--- config.mk ---
export PLATFORM = sky130hd
export DESIGN_NAME = uart_rx_param_flat
export DESIGN_NICKNAME = d
export VERILOG_FILES = /design/src/rtl/uart_pkg.sv /design/src/rtl/uart_rx_param_if.sv /design/src/rtl/uart_sync2.sv /design/src/rtl/uart_rx_param.sv /design/src/flat_wrapper.sv
export SDC_FILE = /design/constraint.sdc
export NUM_CORES = 1
export LEC_CHECK = 0
export ABC_AREA = 1
export BUFFER_PORTS_ARGS = -buffer_cell sky130_fd_sc_hd__buf_4
export CAP_MARGIN = 20
export CELL_PAD_IN_SITES_DETAIL_PLACEMENT = 0
export CELL_PAD_IN_SITES_GLOBAL_PLACEMENT = 2
export CORE_AREA = 2 2 83 69
export DETAILED_ROUTE_END_ITERATION = 8
export DIE_AREA = 0 0 85 71
export HOLD_SLACK_MARGIN = 0.15
export PLACE_DENSITY_LB_ADDON = 0.15
export SLEW_MARGIN = 5
export SYNTH_ARGS = -nofsm -noshare
export SYNTH_HDL_FRONTEND = slang
export SYNTH_SLANG_ARGS = --single-unit
--- constraint.sdc ---
create_clock -name clk -period 1.3 [get_ports clk]
set_input_delay 0.13 -clock clk [delete_from_list [all_inputs] [get_ports clk]]
set_output_delay 0.13 -clock clk [all_outputs]
set_load 0.1 [all_outputs]
--- src/rtl/uart_pkg.sv ---
// Shared UART definitions: receiver state encoding, parity modes and the
// parity helper used by both the receiver and the transmitter.
package uart_pkg;

  typedef enum logic [2:0] {
    RX_IDLE,
    RX_START,
    RX_DATA,
    RX_PARITY,
    RX_STOP
  } rx_state_t;

  localparam int PARITY_NONE = 0;
  localparam int PARITY_EVEN = 1;
  localparam int PARITY_ODD  = 2;

  localparam int DEFAULT_OVERSAMPLE = 16;
  localparam int DEFAULT_DATA_BITS  = 8;

  // Expected parity bit for a word zero-extended to the 9-bit maximum width.
  function automatic logic parity_bit(input logic [8:0] data, input int mode);
    return (mode == PARITY_ODD) ? ~(^data) : (^data);
  endfunction

endpackage

--- src/rtl/uart_rx_param_if.sv ---
// Consumer-side handshake of the UART receiver: received word, error flags
// and the valid/ready pair.
interface uart_rx_param_if #(
  parameter int DATA_BITS = 8
);

  logic [DATA_BITS-1:0] data_out;
  logic                 valid;
  logic                 ready;
  logic                 parity_err;
  logic                 frame_err;
  logic                 overrun;

  modport master (
    output data_out,
    output valid,
    output parity_err,
    output frame_err,
    output overrun,
    input  ready
  );

  modport slave (
    input  data_out,
    input  valid,
    input  parity_err,
    input  frame_err,
    input  overrun,
    output ready
  );

endinterface

--- src/rtl/uart_sync2.sv ---
// Two-flop synchronizer for asynchronous inputs; both flops reset to RESET_VAL
// so an idle-high line does not look like a start bit out of reset.
module uart_sync2 #(
  parameter logic RESET_VAL = 1'b1
) (
  input  logic clk,
  input  logic rst_n,
  input  logic d,
  output logic q
);

  logic meta;

  always_ff @(posedge clk or negedge rst_n) begin
    if (!rst_n) begin
      meta <= RESET_VAL;
      q    <= RESET_VAL;
    end else begin
      meta <= d;
      q    <= meta;
    end
  end

endmodule

--- src/rtl/uart_rx_param.sv ---
// Parametrised UART receiver: mid-bit sampling on an external oversample tick,
// optional parity, 1 or 2 stop bits, valid/ready output with overrun detection.
module uart_rx_param
  import uart_pkg::*;
#(
  parameter int DATA_BITS   = DEFAULT_DATA_BITS,
  parameter int OVERSAMPLE  = DEFAULT_OVERSAMPLE,
  parameter int PARITY_MODE = PARITY_NONE,
  parameter int STOP_BITS   = 1
) (
  input  logic            clk,
  input  logic            rst_n,
  input  logic            tick,
  input  logic            bit_in,
  output logic            busy,
  uart_rx_param_if.master rx_if
);

  localparam int TW = $clog2(OVERSAMPLE);
  localparam int CW = $clog2(DATA_BITS + 1);

  localparam logic [TW-1:0] HALF_LAST = TW'(OVERSAMPLE / 2 - 1);
  localparam logic [TW-1:0] BIT_LAST  = TW'(OVERSAMPLE - 1);
  localparam logic [CW-1:0] DATA_LAST = CW'(DATA_BITS - 1);
  localparam logic [CW-1:0] STOP_LAST = CW'(STOP_BITS - 1);

  rx_state_t            state;
  rx_state_t            state_next;
  logic                 rx_s;
  logic [TW-1:0]        tick_cnt;
  logic [CW-1:0]        bit_cnt;
  logic [DATA_BITS-1:0] shift_reg;
  logic                 par_bit;
  logic                 fe_acc;

  logic                 half_pt;
  logic                 bit_pt;
  logic                 frame_start;
  logic                 shift_en;
  logic                 par_en;
  logic                 stop_en;
  logic                 commit;
  logic [8:0]           data_ext;
  logic                 pe_new;
  logic                 fe_new;

  uart_sync2 #(
    .RESET_VAL (1'b1)
  ) u_sync (
    .clk   (clk),
    .rst_n (rst_n),
    .d     (bit_in),
    .q     (rx_s)
  );

  assign half_pt = tick && (tick_cnt == HALF_LAST);
  assign bit_pt  = tick && (tick_cnt == BIT_LAST);

  always_ff @(posedge clk or negedge rst_n) begin
    if (!rst_n) begin
      state <= RX_IDLE;
    end else begin
      state <= state_next;
    end
  end

  always_comb begin
    state_next = state;
    case (state)
      RX_IDLE: begin
        if (tick && !rx_s) begin
          state_next = RX_START;
        end
      end
      RX_START: begin
        if (half_pt) begin
          state_next = rx_s ? RX_IDLE : RX_DATA;
        end
      end
      RX_DATA: begin
        if (bit_pt && (bit_cnt == DATA_LAST)) begin
          state_next = (PARITY_MODE != PARITY_NONE) ? RX_PARITY : RX_STOP;
        end
      end
      RX_PARITY: begin
        if (bit_pt) begin
          state_next = RX_STOP;
        end
      end
      RX_STOP: begin
        if (bit_pt && (bit_cnt == STOP_LAST)) begin
          state_next = RX_IDLE;
        end
      end
      default: state_next = RX_IDLE;
    endcase
  end

  // busy drops during the last stop sample itself, so the consumer sees it
  // fall one clock before valid rises.
  always_comb begin
    busy        = 1'b0;
    frame_start = 1'b0;
    shift_en    = 1'b0;
    par_en      = 1'b0;
    stop_en     = 1'b0;
    commit      = 1'b0;
    case (state)
      RX_IDLE: begin
        frame_start = tick && !rx_s;
      end
      RX_START: begin
        busy = 1'b1;
      end
      RX_DATA: begin
        busy     = 1'b1;
        shift_en = bit_pt;
      end
      RX_PARITY: begin
        busy   = 1'b1;
        par_en = bit_pt;
      end
      RX_STOP: begin
        stop_en = bit_pt;
        commit  = bit_pt && (bit_cnt == STOP_LAST);
        busy    = !commit;
      end
      default: begin
        busy = 1'b0;
      end
    endcase
  end

  // Counters restart on every state change; in-state they pace the mid-bit samples.
  always_ff @(posedge clk or negedge rst_n) begin
    if (!rst_n) begin
      tick_cnt  <= '0;
      bit_cnt   <= '0;
      shift_reg <= '0;
      par_bit   <= 1'b0;
      fe_acc    <= 1'b0;
    end else begin
      if (state_next != state) begin
        tick_cnt <= '0;
      end else if (tick && (state != RX_IDLE)) begin
        tick_cnt <= bit_pt ? '0 : tick_cnt + 1'b1;
      end

      if (state_next != state) begin
        bit_cnt <= '0;
      end else if (shift_en || stop_en) begin
        bit_cnt <= bit_cnt + 1'b1;
      end

      if (shift_en) begin
        shift_reg <= {rx_s, shift_reg[DATA_BITS-1:1]};
      end

      if (par_en) begin
        par_bit <= rx_s;
      end

      if (frame_start) begin
        fe_acc <= 1'b0;
      end else if (stop_en && !rx_s) begin
        fe_acc <= 1'b1;
      end
    end
  end

  always_comb begin
    data_ext                = '0;
    data_ext[DATA_BITS-1:0] = shift_reg;
  end

  assign pe_new = (PARITY_MODE == PARITY_NONE) ? 1'b0 :
                  (par_bit != parity_bit(data_ext, PARITY_MODE));
  assign fe_new = fe_acc | ~rx_s;

  // A held word blocks the commit unless it is consumed on the same clock;
  // a blocked frame is dropped and only leaves the sticky overrun behind.
  always_ff @(posedge clk or negedge rst_n) begin
    if (!rst_n) begin
      rx_if.data_out   <= '0;
      rx_if.valid      <= 1'b0;
      rx_if.parity_err <= 1'b0;
      rx_if.frame_err  <= 1'b0;
      rx_if.overrun    <= 1'b0;
    end else if (commit) begin
      if (!rx_if.valid || rx_if.ready) begin
        rx_if.data_out   <= shift_reg;
        rx_if.parity_err <= pe_new;
        rx_if.frame_err  <= fe_new;
        rx_if.valid      <= 1'b1;
        if (rx_if.valid) begin
          rx_if.overrun <= 1'b0;
        end
      end else begin
        rx_if.overrun <= 1'b1;
      end
    end else if (rx_if.valid && rx_if.ready) begin
      rx_if.valid      <= 1'b0;
      rx_if.parity_err <= 1'b0;
      rx_if.frame_err  <= 1'b0;
      rx_if.overrun    <= 1'b0;
    end
  end

endmodule

--- src/flat_wrapper.sv ---
// flat-port wrapper written by rule: the top's interface ports become plain ports
module uart_rx_param_flat import uart_pkg::*;
#(
  parameter int DATA_BITS   = DEFAULT_DATA_BITS,
  parameter int OVERSAMPLE  = DEFAULT_OVERSAMPLE,
  parameter int PARITY_MODE = PARITY_NONE,
  parameter int STOP_BITS   = 1
)
  (clk, rst_n, tick, bit_in, busy, rx_if_data_out, rx_if_valid, rx_if_parity_err, rx_if_frame_err, rx_if_overrun, rx_if_ready);
  uart_rx_param_if #(.DATA_BITS(DATA_BITS)) rx_if_i ();
  input  logic clk;
  input  logic rst_n;
  input  logic tick;
  input  logic bit_in;
  output logic busy;
  output wire logic [$bits(rx_if_i.data_out)-1:0] rx_if_data_out;
  output wire logic [$bits(rx_if_i.valid)-1:0] rx_if_valid;
  output wire logic [$bits(rx_if_i.parity_err)-1:0] rx_if_parity_err;
  output wire logic [$bits(rx_if_i.frame_err)-1:0] rx_if_frame_err;
  output wire logic [$bits(rx_if_i.overrun)-1:0] rx_if_overrun;
  input wire logic [$bits(rx_if_i.ready)-1:0] rx_if_ready;
  assign rx_if_data_out = rx_if_i.data_out;
  assign rx_if_valid = rx_if_i.valid;
  assign rx_if_parity_err = rx_if_i.parity_err;
  assign rx_if_frame_err = rx_if_i.frame_err;
  assign rx_if_overrun = rx_if_i.overrun;
  assign rx_if_i.ready = rx_if_ready;
  uart_rx_param #(.DATA_BITS(DATA_BITS), .OVERSAMPLE(OVERSAMPLE), .PARITY_MODE(PARITY_MODE), .STOP_BITS(STOP_BITS)) u_core (.clk(clk), .rst_n(rst_n), .tick(tick), .bit_in(bit_in), .busy(busy), .rx_if(rx_if_i));
endmodule
# Word level (Yosys, flattened, before mapping)

Cells that the tools add are included.

Bits in latches: 0
Memory bits (read-only): 0
Bits in writable memories: 0
Memories kept: 0
Bits of input ports: 5
Word-level logic and storage cells: 79
Register bits: 34
Output and inout bits: 13

Add/subtract/negate cells: 2
Multipliers: 0
Equal/unequal tests: 10
Order comparisons: 0
Shift-type cells: 0
Mux-type cells: 29
Reduce and logical (&&, ||, !) cells: 24
Divide/modulo/power cells: 0
Bitwise operators: 2

Operators with widths:

| kind                  | number |
|---|---|
| $mux W4               | 5 |
| $mux W1               | 16 |
| $mux W3               | 5 |
| $pmux W3 S5           | 1 |
| $add A4 B1 Y4 const B | 2 |
| $eq A4 B3 Y1 const B  | 2 |
| $logic_and A1 B1 Y1   | 8 |
| $reduce_bool A2 Y1    | 4 |
| $eq A3 B2 Y1 const B  | 2 |
| $reduce_and A2 Y1     | 3 |
| $eq A4 B4 Y1 const B  | 1 |
| $logic_not A4 Y1      | 1 |
| $eq A3 B1 Y1 const B  | 1 |
| $eq A3 B3 Y1 const B  | 1 |
| $logic_not A1 Y1      | 3 |
| $logic_not A3 Y1      | 1 |
| $ne A3 B2 Y1 const B  | 1 |
| $ne A3 B3 Y1          | 1 |
| $reduce_bool A3 Y1    | 1 |
| $reduce_or A3 Y1      | 1 |
| $logic_or A1 B1 Y1    | 2 |
| $mux W2               | 1 |
| $ne A2 B2 Y1 const B  | 1 |
| $pmux W1 S2           | 1 |
| 2 further kinds       | 2 |

# Logic depth before layout (Yosys ltp)

Word-level depth: 7
Gate-level depth with buffers: 9
Depth with buffers taken out: 9

# By module

From an unflattened synthesis, not the netlist that was laid out.

Cells, all modules: 195
Area total of the unflattened synthesis: 1640.3 um2

Modules (own cells, without submodules):

| module        | area an instance (um2) | instances | cells an instance | sequential area each (um2) |
|---|---|---|---|---|
| uart_rx_param | 1587.8                 | 1         | 193               | 775.7 |
| uart_sync2    | 52.6                   | 1         | 2                 | 52.6 |

# Worst setup path after synthesis

No wires, ideal clock.

Path type: reg-to-output
From: register u_core.state[0]
To: output busy
Buffers on the path: 0
Arrival time: 2.559 ns
Cell stages (with the launch flop): 3
Path slack: -1.389 ns
Required time: 1.170 ns
Path through: dfrtp_1 > nor2_1 > o21ai_0

Longest elaborated chain between the ends: 3
Elaborated cells on any way between the ends: 6
Those cells by class: 4 x eq/ne; 1 x mux; 1 x reduce/logical

RTL lines:

| element                              | line                 | source |
|---|---|---|
| from (decl)                          | uart_rx_param.sv:27  | `rx_state_t state;` |
| from (signal assigned)               | uart_rx_param.sv:63  | `state <= state_next;` |
| $eq A3 B1 Y1 (tied with other cells) | uart_rx_param.sv:108 | `case (state)` |
| $reduce_or A3 Y1 (no line)           | --                   |  |
| $pmux W1 S2 (*)                      | uart_rx_param.sv:108 |  |
| to (decl)                            | flat_wrapper.sv:15   | `output logic busy;` |

Every way passes the cells marked *; elsewhere a longest branch is shown, timed or not.

# Worst setup path after layout

From: register u_core.tick_cnt[1]
To: output busy

Longest elaborated chain between the ends: 5

RTL lines:

| element                | line                 | source |
|---|---|---|
| from (decl)            | uart_rx_param.sv:30  | `logic [TW-1:0] tick_cnt;` |
| from (signal assigned) | uart_rx_param.sv:146 | `tick_cnt <= bit_pt ? '0 : tick_cnt + 1'b1;` |
| $eq A4 B4 Y1           | uart_rx_param.sv:57  | `assign bit_pt = tick && (tick_cnt == BIT_LAST);` |
| $logic_and A1 B1 Y1    | uart_rx_param.sv:57  |  |
| $logic_and A1 B1 Y1    | uart_rx_param.sv:125 | `commit = bit_pt && (bit_cnt == STOP_LAST);` |
| $logic_not A1 Y1       | uart_rx_param.sv:126 | `busy = !commit;` |
| $pmux W1 S2            | uart_rx_param.sv:108 |  |

Every way passes these cells.

==> metrics.yaml <==
outcome: "finished, violations left"
violations: "negative setup slack"
avgSynthCellArea_um2: 8.51
grt_pass1_vias: 1323
route.vias.total: 1397
r2r.worst_path.cells: 8
dp_cells: 293
overall_power_after_layout_w: 0.00290
finalNonFillerCells: 317
final_layout_net_count: 259
synth_most_common_cell: "sky130_fd_sc_hd__nand2_1"
cts_made_buffers: 5
worst-setup-path-type: "flip-flop to output port"
max_clock_freq_mhz: 613
post_synth_instance_area_um2: 1560
endpoint_kind: "output port"
post_route_cells_drive_above_1_share: 0.492
htree_num_levels: 2
endpoint_of_the_worst_register_to_register_path: "u_core.rx_if.data_out[7]"
max_cap_violations: 0
cts_tree: "yes"
clkSlewWorstSetupHoldPaths_ns: 0.07
rr_startpoint: "u_core.tick_cnt[1]"
setup_ws_ns: -0.331
synthTopCellsByArea: "sky130_fd_sc_hd__dfrtp_1 50%, sky130_fd_sc_hd__nand2_1 12%, sky130_fd_sc_hd__nor2_1 5.5%, sky130_fd_sc_hd__inv_1 4.6%, sky130_fd_sc_hd__nand3_1 3.9%"
syn-instance-count: 183
ys_async_sr_fraction: 1.00
detail_route.drc_violations: 0
mappedNetlistNets: 191
drt.antenna.violating_nets: 0
globalRouteOverflowTotal: 0
post-place-ws_ns: -0.285
crit_path_start_kind: "flip-flop"
vias_per_cell: 4.41
die_width_um: 85
synth_commonest_cells: "48 x sky130_fd_sc_hd__nand2_1, 31 x sky130_fd_sc_hd__dfrtp_1, 23 x sky130_fd_sc_hd__nor2_1"
io_buffers: 16
detail_route.iter0.violations: 47
timing.critical_path.fanout_max: 3
cp-startpoint: "u_core.tick_cnt[1]"
grt_setup_unrepaired: "yes"
grt_antenna_before_repair: 0
root_buffer_master: "sky130_fd_sc_hd__clkbuf_8"
postSynthRegisterBits: 33
groute.usage.overall: 0.136
hold_viol_final: 0
postSynth.topFlopCell: "sky130_fd_sc_hd__dfrtp_1"
grt_start_max_net_pins: 34
insertion_delay_ns: 0.28
yosysUniqueCellTypes: 27
ios: 18
regToRegSetupSlack_ns: -0.31
powerDensity_nw_per_um2: 1170
timing.final.crit_share: 1.25
grt_pass1_wl_mm: 6.32
design.die.area_um2: 6040
fp-row-count: 24
period_minus_slack_ns: 1.63
diodes: 0
crit_required_ns: 1.17
synth_area_leader_cell: "sky130_fd_sc_hd__dfrtp_1"
initial_core_utilization: 0.296
routabilityCongestion: 0.832
ys_seq_area_frac: 0.532
yosysWarningCount: 0
cp.arrival_ns: 1.50
dp_hpwl_mm: 2.69
slew_violations: 0
die_y_um: 71
finalSetupViolations: 31
synth-edff-count: 0
cts.sink_count: 33
ir_drop_uv: 1110
worstHoldPathType: "input pin to async pin"
clock-skew-final_ns: 0.00297
post_detailed_route_wirelength_per_cell_um: 12.2
design.core.area_um2: 5260
power.leakage_nw: 1.27
drt-total-wl_mm: 3.87
area_delta_synth_final_pct: 59.5
first_pass_iters: 4
max-clock-path-buffers: 2
post-route-util: 0.473
synth_top_area_frac: 0.498
-- stage by stage --
stage	TNS (ns)	hold WS, ns	instance area [um^2]
after detailed placement	-4.97	0.104	2000
after global routing	-9.58	0.360	2480
after floorplan	-1.42	-0.166	1590
after global placement	-4.83	0.0997	2000
final	-6.97	0.327	2480
after CTS	-6.44	0.320	2200
-- worst max path at each step --
stage / to / slack [ns]
final: busy / -0.33
after CTS: busy / -0.33
after global placement: u_core.rx_if.data_out[7] / -0.28
after floorplan: u_core.rx_if.data_out[6] / -0.12
after detailed placement: u_core.rx_if.data_out[7] / -0.29
after global routing: busy / -0.43
-- report_power, final --
group,switching (W),leakage (nW),internal (W)
Sequential,0.0000448,0.432,0.00109
Combinational,0.000613,0.795,0.000428
Clock,0.000356,0.0450,0.000370
Total,0.00101,1.27,0.00189
-- cell usage in the layout, fill, tap and decap left out, drive strengths merged --
cell type    netlist  final
clkinv             0      2
xor2               2      2
buf                3     60
mux2               1      1
dfrtp             31     31
a31oi              1      1
nor3               1      1
conb               1      1
inv               21     21
dfstp              2      2
nand2             51     51
a21oi              6      6
nand4              3      3
o21ai             16     16
dlygate4sd3        0      3
clkbuf             0      7
ha                 3      3
nor2              26     26
nand3             14     14
o22ai              1      1
-- cell type report --
class	count	area, um^2
sequential	33	832
clock inverter	2	10.0
multi-input combinational	126	852
clock buffer	6	72.6
timing repair buffer	64	556
fill	513	2770
inverter	21	81.3
tap	65	81.3
-- critical path, stage by stage, from the launching register on --
cell	delay, ns
sky130_fd_sc_hd__dfrtp_1	0.36
sky130_fd_sc_hd__ha_2	0.18
sky130_fd_sc_hd__nand4_1	0.19
sky130_fd_sc_hd__o21ai_4	0.23
sky130_fd_sc_hd__o21ai_4	0.09
sky130_fd_sc_hd__buf_12	0.17
-- metal layers --
metal | wire length (um) | share of wire | global-route usage | vias up
li1 | - | - | - | 722
met2 | 1730 | 0.45 | 0.199 | 13
met5 | 0 | 0 | 0 | -
met4 | 42 | 0.011 | 0.0476 | 0
met3 | 99 | 0.026 | 0.0432 | 4
met1 | 1990 | 0.52 | 0.189 | 658
-- cell families after synthesis --
family / Yosys count / synth area share
and+or+nand+nor: 95 / 0.271
DFF: 33 / 0.532
AOI/OAI and AO/OA: 24 / 0.0860
buffers and inverters: 24 / 0.0659
adders and majority gates: 3 / 0.0241
xor gates and xnor gates: 2 / 0.0112
other: 1 / 0.00241
muxes: 1 / 0.00723
-- timing repair --
action,CTS,global route
resized for setup,14,59
hold buffers,3,0
setup endpoints to repair,29,32
endpoints found under the hold margin,36,0
pin swaps,3,12
setup buffers,5,7
cloned,0,1
(Power assumes the default switching activity.)
